===== config.mk =====
export PLATFORM = sky130hd
export DESIGN_NAME = mem_arbiter
export DESIGN_NICKNAME = d
export VERILOG_FILES = /design/src/rtl/mem_arbiter_pkg.sv /design/src/rtl/arb_req_reg.sv /design/src/rtl/mem_arbiter.sv
export SDC_FILE = /design/constraint.sdc
export NUM_CORES = 1
export LEC_CHECK = 0
export ABC_CLOCK_PERIOD_IN_PS = 2500
export CORE_AREA = 4 4 277 279
export CTS_BUF_LIST = sky130_fd_sc_hd__clkbuf_4 sky130_fd_sc_hd__clkbuf_8
export DETAILED_ROUTE_END_ITERATION = 10
export DIE_AREA = 0 0 281 283
export GPL_TIMING_DRIVEN = 0
export HOLD_SLACK_MARGIN = 0.12
export PLACE_DENSITY = 0.46
export SYNTH_ARGS = -nofsm -noshare
export SYNTH_HDL_FRONTEND = slang
export SYNTH_SLANG_ARGS = --single-unit
export TNS_END_PERCENT = 50

===== constraint.sdc =====
create_clock -name clk -period 2.5 [get_ports clk]
set_input_delay 0.375 -clock clk [delete_from_list [all_inputs] [get_ports clk]]
set_output_delay 0.375 -clock clk [all_outputs]
set_load 0.01 [all_outputs]

===== src/rtl/mem_arbiter_pkg.sv =====
// Shared types for the memory-line arbiter.
// Widths: ADDR_W line address, LINE_W line data, SEL_W byte selects (one per line byte).
// arb_req_t is the latched request that drives the pmem port for a whole transaction.
package mem_arbiter_pkg;

  localparam int unsigned ADDR_W = 12;
  localparam int unsigned LINE_W = 128;
  localparam int unsigned SEL_W  = 16;

  typedef logic [ADDR_W-1:0] lc3b_wb_adr;
  typedef logic [LINE_W-1:0] lc3b_line;
  typedef logic [LINE_W-1:0] lc3b_c_line;
  typedef logic [15:0]       lc3b_word;
  typedef logic [SEL_W-1:0]  lc3b_mem_sel;

  typedef enum logic [1:0] {
    ARB_IDLE,
    ARB_SERVE_I,
    ARB_SERVE_D
  } arb_state_t;

  typedef struct packed {
    logic        op_write;
    lc3b_wb_adr  address;
    lc3b_line    wdata;
    lc3b_mem_sel sel;
  } arb_req_t;

  // Reads always fetch the whole line; only writes honour the byte selects.
  function automatic lc3b_mem_sel sel_for_op(input logic op_write, input lc3b_mem_sel sel);
    return op_write ? sel : '1;
  endfunction

endpackage


===== src/rtl/arb_req_reg.sv =====
// Request register for the arbiter: holds the granted request for the duration of a
// pmem transaction.
// Ports: clk, rst_n (async, active-low), load (capture next_req), next_req, req (registered).
module arb_req_reg
  import mem_arbiter_pkg::*;
(
  input  logic     clk,
  input  logic     rst_n,
  input  logic     load,
  input  arb_req_t next_req,
  output arb_req_t req
);

  always_ff @(posedge clk or negedge rst_n) begin
    if (!rst_n) begin
      req <= '0;
    end else if (load) begin
      req <= next_req;
    end
  end

endmodule


===== src/rtl/mem_arbiter.sv =====
// Shares one physical-memory line port between the ifetch port and the data port.
// One outstanding transaction at a time; round-robin grant on contention. The winner's
// request is latched and drives pmem_* unchanged until pmem_resp.
// Ports:
//   clk, rst_n                      clock, async active-low reset
//   i_read, i_address               ifetch request; i_rdata, i_resp back to ifetch
//   d_read, d_write, d_address,
//   d_wdata, d_sel                  data-port request; d_rdata, d_resp back to data port
//   pmem_read, pmem_write,
//   pmem_address, pmem_wdata,
//   pmem_sel                        registered memory-side request
//   pmem_rdata, pmem_resp           memory completion
module mem_arbiter
  import mem_arbiter_pkg::*;
(
  input  logic              clk,
  input  logic              rst_n,
  input  logic              i_read,
  input  logic [ADDR_W-1:0] i_address,
  output logic [LINE_W-1:0] i_rdata,
  output logic              i_resp,
  input  logic              d_read,
  input  logic              d_write,
  input  logic [ADDR_W-1:0] d_address,
  input  logic [LINE_W-1:0] d_wdata,
  input  logic [SEL_W-1:0]  d_sel,
  output logic [LINE_W-1:0] d_rdata,
  output logic              d_resp,
  output logic              pmem_read,
  output logic              pmem_write,
  output logic [ADDR_W-1:0] pmem_address,
  output logic [LINE_W-1:0] pmem_wdata,
  output logic [SEL_W-1:0]  pmem_sel,
  input  logic [LINE_W-1:0] pmem_rdata,
  input  logic              pmem_resp
);

  arb_state_t state;
  logic       last_grant_d;  // 1: data port won the most recent grant
  logic       i_req, d_req;
  logic       grant_i, grant_d;
  arb_req_t   next_req, req;

  always_comb begin
    i_req   = i_read;
    d_req   = d_read | d_write;
    // Under contention the port that did not win last time goes first.
    grant_i = (state == ARB_IDLE) & i_req & (~d_req | last_grant_d);
    grant_d = (state == ARB_IDLE) & d_req & (~i_req | ~last_grant_d);

    next_req = '0;
    if (grant_i) begin
      next_req.address = i_address;
      next_req.sel     = sel_for_op(1'b0, '0);
    end else begin
      // Write wins when both d_read and d_write are set.
      next_req.op_write = d_write;
      next_req.address  = d_address;
      next_req.wdata    = d_wdata;
      next_req.sel      = sel_for_op(d_write, d_sel);
    end
  end

  arb_req_reg u_req_reg (
    .clk      (clk),
    .rst_n    (rst_n),
    .load     (grant_i | grant_d),
    .next_req (next_req),
    .req      (req)
  );

  always_ff @(posedge clk or negedge rst_n) begin
    if (!rst_n) begin
      state        <= ARB_IDLE;
      last_grant_d <= 1'b1;
      pmem_read    <= 1'b0;
      pmem_write   <= 1'b0;
    end else begin
      unique case (state)
        ARB_IDLE: begin
          if (grant_i) begin
            state        <= ARB_SERVE_I;
            last_grant_d <= 1'b0;
            pmem_read    <= 1'b1;
            pmem_write   <= 1'b0;
          end else if (grant_d) begin
            state        <= ARB_SERVE_D;
            last_grant_d <= 1'b1;
            pmem_read    <= ~d_write;
            pmem_write   <= d_write;
          end
        end
        ARB_SERVE_I, ARB_SERVE_D: begin
          if (pmem_resp) begin
            state      <= ARB_IDLE;
            pmem_read  <= 1'b0;
            pmem_write <= 1'b0;
          end
        end
        default: begin
          state      <= ARB_IDLE;
          pmem_read  <= 1'b0;
          pmem_write <= 1'b0;
        end
      endcase
    end
  end

  assign pmem_address = req.address;
  assign pmem_wdata   = req.wdata;
  assign pmem_sel     = req.sel;

  assign i_resp  = pmem_resp & (state == ARB_SERVE_I);
  assign d_resp  = pmem_resp & (state == ARB_SERVE_D);
  assign i_rdata = pmem_rdata;
  assign d_rdata = pmem_rdata;

endmodule


* Word level (Yosys, flattened, before mapping)
Cells that the tools add are included.
Word-level totals: register bits after elaboration 161, bits in latches 0, RAM bits 0, bits in read-only memories 0, bits of input ports 302, output and inout bits 416, word-level logic and storage cells 47, memories kept 0
Operators by class: add/subtract/negate cells 0, $mul 0, div/mod/pow operators 0, magnitude comparators 0, equality and inequality tests 4, shift-type cells 0, mux-type cells 17, bitwise operators 14, reduce and logical (&&, ||, !) cells 5
Operator list (count):
- 128-bit two-way mux | 1
- 16-bit two-way mux | 2
- 12-bit two-way mux | 1
- 1-bit two-way mux | 7
- 1-bit bitwise AND | 6
- 2-bit two-way mux | 3
- 1-bit inverter | 4
- 1-bit bitwise OR | 4
- 1-bit one-hot mux with 2 select lines | 2
- 2-bit one-hot mux with 2 select lines | 1
- 2-bit AND reduction | 2
- 3-bit != test (second input constant) | 1
- 2-bit by 1-bit == test with 1-bit output (second input constant) | 1
- 2-bit == test (second input constant) | 1
- 2-bit zero test | 1
- 2-bit != test (second input constant) | 1
- 2-bit nonzero test | 1
- 2-bit OR reduction | 1

* Longest topological paths before layout
word-level depth 6, mapped depth 8, gate-level depth less buffers 5

* Hierarchy
Synthesis repeated with hierarchy kept, for this count alone.
Unflattened totals: cell total of the unflattened synthesis 793, area total of the unflattened synthesis 9354.0 sq um
By module, submodules not included:
- arb_req_reg | instances 1, cells an instance 331, area an instance 5868.1 sq um, seq. area each 3928.8 sq um
- mem_arbiter | instances 1, cells an instance 462, area an instance 3485.8 sq um, seq. area each 126.4 sq um

* Least setup slack after synthesis
Ideal clock, no wire load.
path kind reg2reg, from reg state[0], to reg u_req_reg.req[45] (netlist name), library setup time 66 ps, arrival 1498 ps, required time 2434 ps, slack 936 ps, stages on the path, launching flop included 8, path buffers 3, period minus slack after synthesis 1564 ps, cell sequence dfrtp_1 > inv_1 > ha_1 > buf_2 > o211a_1 > buf_2 > clkbuf_1 > a22o_1
On the way: word-level cells in the longest chain between the ends 4, elaborated cells on any way between the ends 7, those cells by class mux: 1; bitwise: 5; reduce/logical: 1
Ends and longest elaborated chain:
- start: declaration | RTL line mem_arbiter.sv:38 | arb_state_t state;
- start signal: assignment | RTL line mem_arbiter.sv:74 | state <= ARB_IDLE;
- start signal: assignment | RTL line mem_arbiter.sv:82 | state <= ARB_SERVE_I;
- start signal: assignment | RTL line mem_arbiter.sv:87 | state <= ARB_SERVE_D;
- 2-bit zero test (*) | RTL line mem_arbiter.sv:48, mem_arbiter.sv:49
- 1-bit bitwise AND (on tied branches) (2 in series) | RTL line mem_arbiter.sv:48, mem_arbiter.sv:49
- 128-bit two-way mux / 1-bit bitwise OR (equally long branches) | RTL line mem_arbiter.sv:52, mem_arbiter.sv:67
Mark *: on every way between the ends. The rest lies on a longest branch, timed or not. A chain may end at the register's enable or synchronous reset.

* Worst setup path in the final report
from reg state[0], to out d_resp
On the way: word-level cells in the longest chain between the ends 2
Ends and longest elaborated chain:
- 2-bit == test | RTL line mem_arbiter.sv:114 | assign d_resp = pmem_resp & (state == ARB_SERVE_D);
- 1-bit bitwise AND | RTL line mem_arbiter.sv:114
- end: declaration | RTL line mem_arbiter.sv:28 | output logic d_resp,
No other way between the ends.

==> results.md <==
* Post-synth top cells: buf_4 (266), dfrtp_1 (160), a22o_1 (128)
* Top cells by area, synth: dfrtp_1 (51%), buf_4 (25%), a22o_1 (14%)
* Max-slew violation count at 0
* I/O pins at approximately 700
* Worst-Skew Late Latency at about 0.54 ns
* First-pass GRT wire length at 52,300 um
* Crit Path Class: flip-flop to primary output
* Final Non-Filler Cells at 2,270
* Crit Path Max Fanout at 3
* Period utilisation layout at about nine tenths
* Core ar. at 0.0742 sq mm
* Synth area leader: dfrtp_1
* Final min period at about 2.2 ns
* Post-synth EDFFs at 0
* Clk slew on worst S/H paths at approximately 0.10 ns
* Via/cell ratio at roughly 3.2
* H-tree depth at 4
* Layout cells sized above 1 at around a quarter
* Clock sink total at between 150 and 200
* Pre-Repair DR Iteration Count at 4
* Row count at 100
* CP Launch Type: flip-flop
* Asr flop ratio synth at 100%
* Final WL at between 30,000 and 40,000 um
* WL/cell at 15.8 um
* Outcome: complete, no violations
* Clk root buf: clkbuf_8
* Total congestion overflow at 0
* Max-cap violation count at 0
* Hold Vio Cnt, Final at 0
* Largest net degree at the start of global routing at 97
* Vias in the first global route at approximately 8,200
* Syn Inst Count at just under 700
* Crit. End Element: primary output
* Post-Syn Area at approximately 0.008 sq mm
* Die Wd at between 200 and 300 um
* Buffers on Ports at slightly below 600
* Final nets at roughly 1,600
* Top cell type's share of synthesized area at about half
* Most frequent cell after synthesis: buf_4
* HP Class: primary input to flip-flop
* Die ar. at just under 0.08 sq mm
* TNS Setup at 0 ns
* Setup Skew at ~0.016 ns
* Chip height at 283 um
* TritonCTS clock tree: built
* Initial antenna violation count at 4
* DRC viols at 0
* Most used DFF post-synth: dfrtp_1
* YS warnings at 0
* Syn_area_per_cell at approximately 12 sq um
* Crit path required time at ~2.1 ns
* Max IR drop VDD at 0.000384 V
* Design Area, Final at around 0.015 sq mm
* Yosys cell types at 28
* Routability Congestion at between 0.7 and 0.8
* Cts bufs inserted at 17
* DRT iter0 DRCs at around 180
* Initial Utilization at between 10% and 20%
* Synthesized net count at just under 1,000
* GRT Total Usage at 8.77%
* Post-route ant nets at 0
* Hold_ws at about 0.32 ns
* Vias at approximately 7,300
* Fmax at about 450 MHz
* Placement Cell Area at around 0.015 sq mm
* Area delta synth->final at 95.4%
* Cts repair resizes at 0
* Power density over the cells at 914 mW/mm^2
* Lkg Pwr at around 6.5 nW
* RSZ-0062 raised after global routing: no
* Post-synthesis sequential area ratio at roughly 50%
* Final Setup Violations at 0
* Seq cells post-synth at 161
* CP arrival at between 1.5 and 2 ns
* Relative slew slack at approximately three fifths
* Longest Clk Path Bufs at 2
* Dpl hpwl at between 20,000 and 30,000 um
* Placed cell count at ~2,200
* Worst-Margin Slew at roughly 0.63 ns
-- worst paths after layout --
check / start / end / slack (ns) / cells past startpoint
setup / recovery: state[0] / d_resp / 0.26 / 4
hold / removal: d_write / last_grant_d / 0.32 / 3
setup reg to reg: state[0] / u_req_reg.req[52] / 0.27 / 7
hold reg to reg: last_grant_d / last_grant_d / 0.49 / 2
max in group asynchronous: rst_n / u_req_reg.req[55] / 1.23 / 3
min in group asynchronous: rst_n / u_req_reg.req[7] / 0.34 / 2
-- kinds of logic (layout without fill, tap and decap cells) --
family	count (synthesis)	count (layout)	synth area share, %
AOI/OAI and AO/OA	190	190	19.6
adders and majority gates	3	3	0.476
buffers and inverters	299	920	27.3
DFF	161	161	51.1
muxes	2	2	0.270
other	0	2	0
and+or+nand+nor	23	23	1.25
-- layout make-up --
| cell class | count | area [sq um] |
|---|---|---|
| fill | 8068 | 58800 |
| timing repair buffer | 589 | 5920 |
| sequential | 161 | 4030 |
| buffer | 296 | 2140 |
| multi-input combinational | 218 | 1700 |
| tap | 969 | 1210 |
| clock buffer | 17 | 234 |
| clock inverter | 15 | 151 |
| inverter | 3 | 11.3 |
| antenna | 2 | 5.00 |
-- cell usage in the layout, fill, tap and decap left out, types with 12 or more instances in the layout --
cell type / instances
clkdlybuf4s50_1: 586
buf_4: 266
dfrtp_1: 160
a22o_1: 128
buf_2: 25
clkbuf_8: 17
o22a_1: 16
a21oi_1: 13
o21ai_0: 12
a31oi_1: 12
nor2_1: 12
-- power breakdown --
group	total (mW)	switching, mW	leakage (nW)	internal (mW)
registers	4.41	0.649	1.99	3.76
logic	7.66	3.55	4.37	4.11
clock network	2.01	1.20	0.182	0.810
total	14.1	5.40	6.54	8.68
-- routing by layer --
layer / global-route usage [%] / wire [um] / vias up / share of wire (%)
met3: 3.99 / 3770 / 48 / 10
met1: 8.64 / 12700 / 3452 / 35
li1: - / - / 3340 / -
met5: 0 / 24 / - / 0.067
met4: 3.38 / 830 / 4 / 2.3
met2: 16.0 / 18600 / 408 / 52
-- critical path, stage by stage, from the launching register on --
cell	delay, ns
dfrtp_1	0.39
inv_1	0.11
ha_1	0.15
and2_1	0.11
clkdlybuf4s50_1	0.58
-- through the flow --
stage	util, %	setup slack (ns)	total power [mW]
floorplan	-	0.936	7.85
global placement	20.2	-6.36	12.3
detailed placement	20.2	-0.0683	12.3
CTS	20.8	0.129	14.5
global route	20.8	0.0521	15.1
finish	20.8	0.258	14.1
-- repair_timing --
item                                   in CTS  in global routing
endpoints found under the hold margin      65                  0
setup endpoints to repair                   0                  0
hold buffers                                1                  0
setup buffers                               0                  0
-- state kept, by name, summed over array words and instances (netlist names) --
| signal | count |
|---|---|
| u_req_reg.req | 156 |
| state | 2 |
| last_grant_d | 1 |
| pmem_read | 1 |
| pmem_write | 1 |
Power figures use the tool's default switching activity.
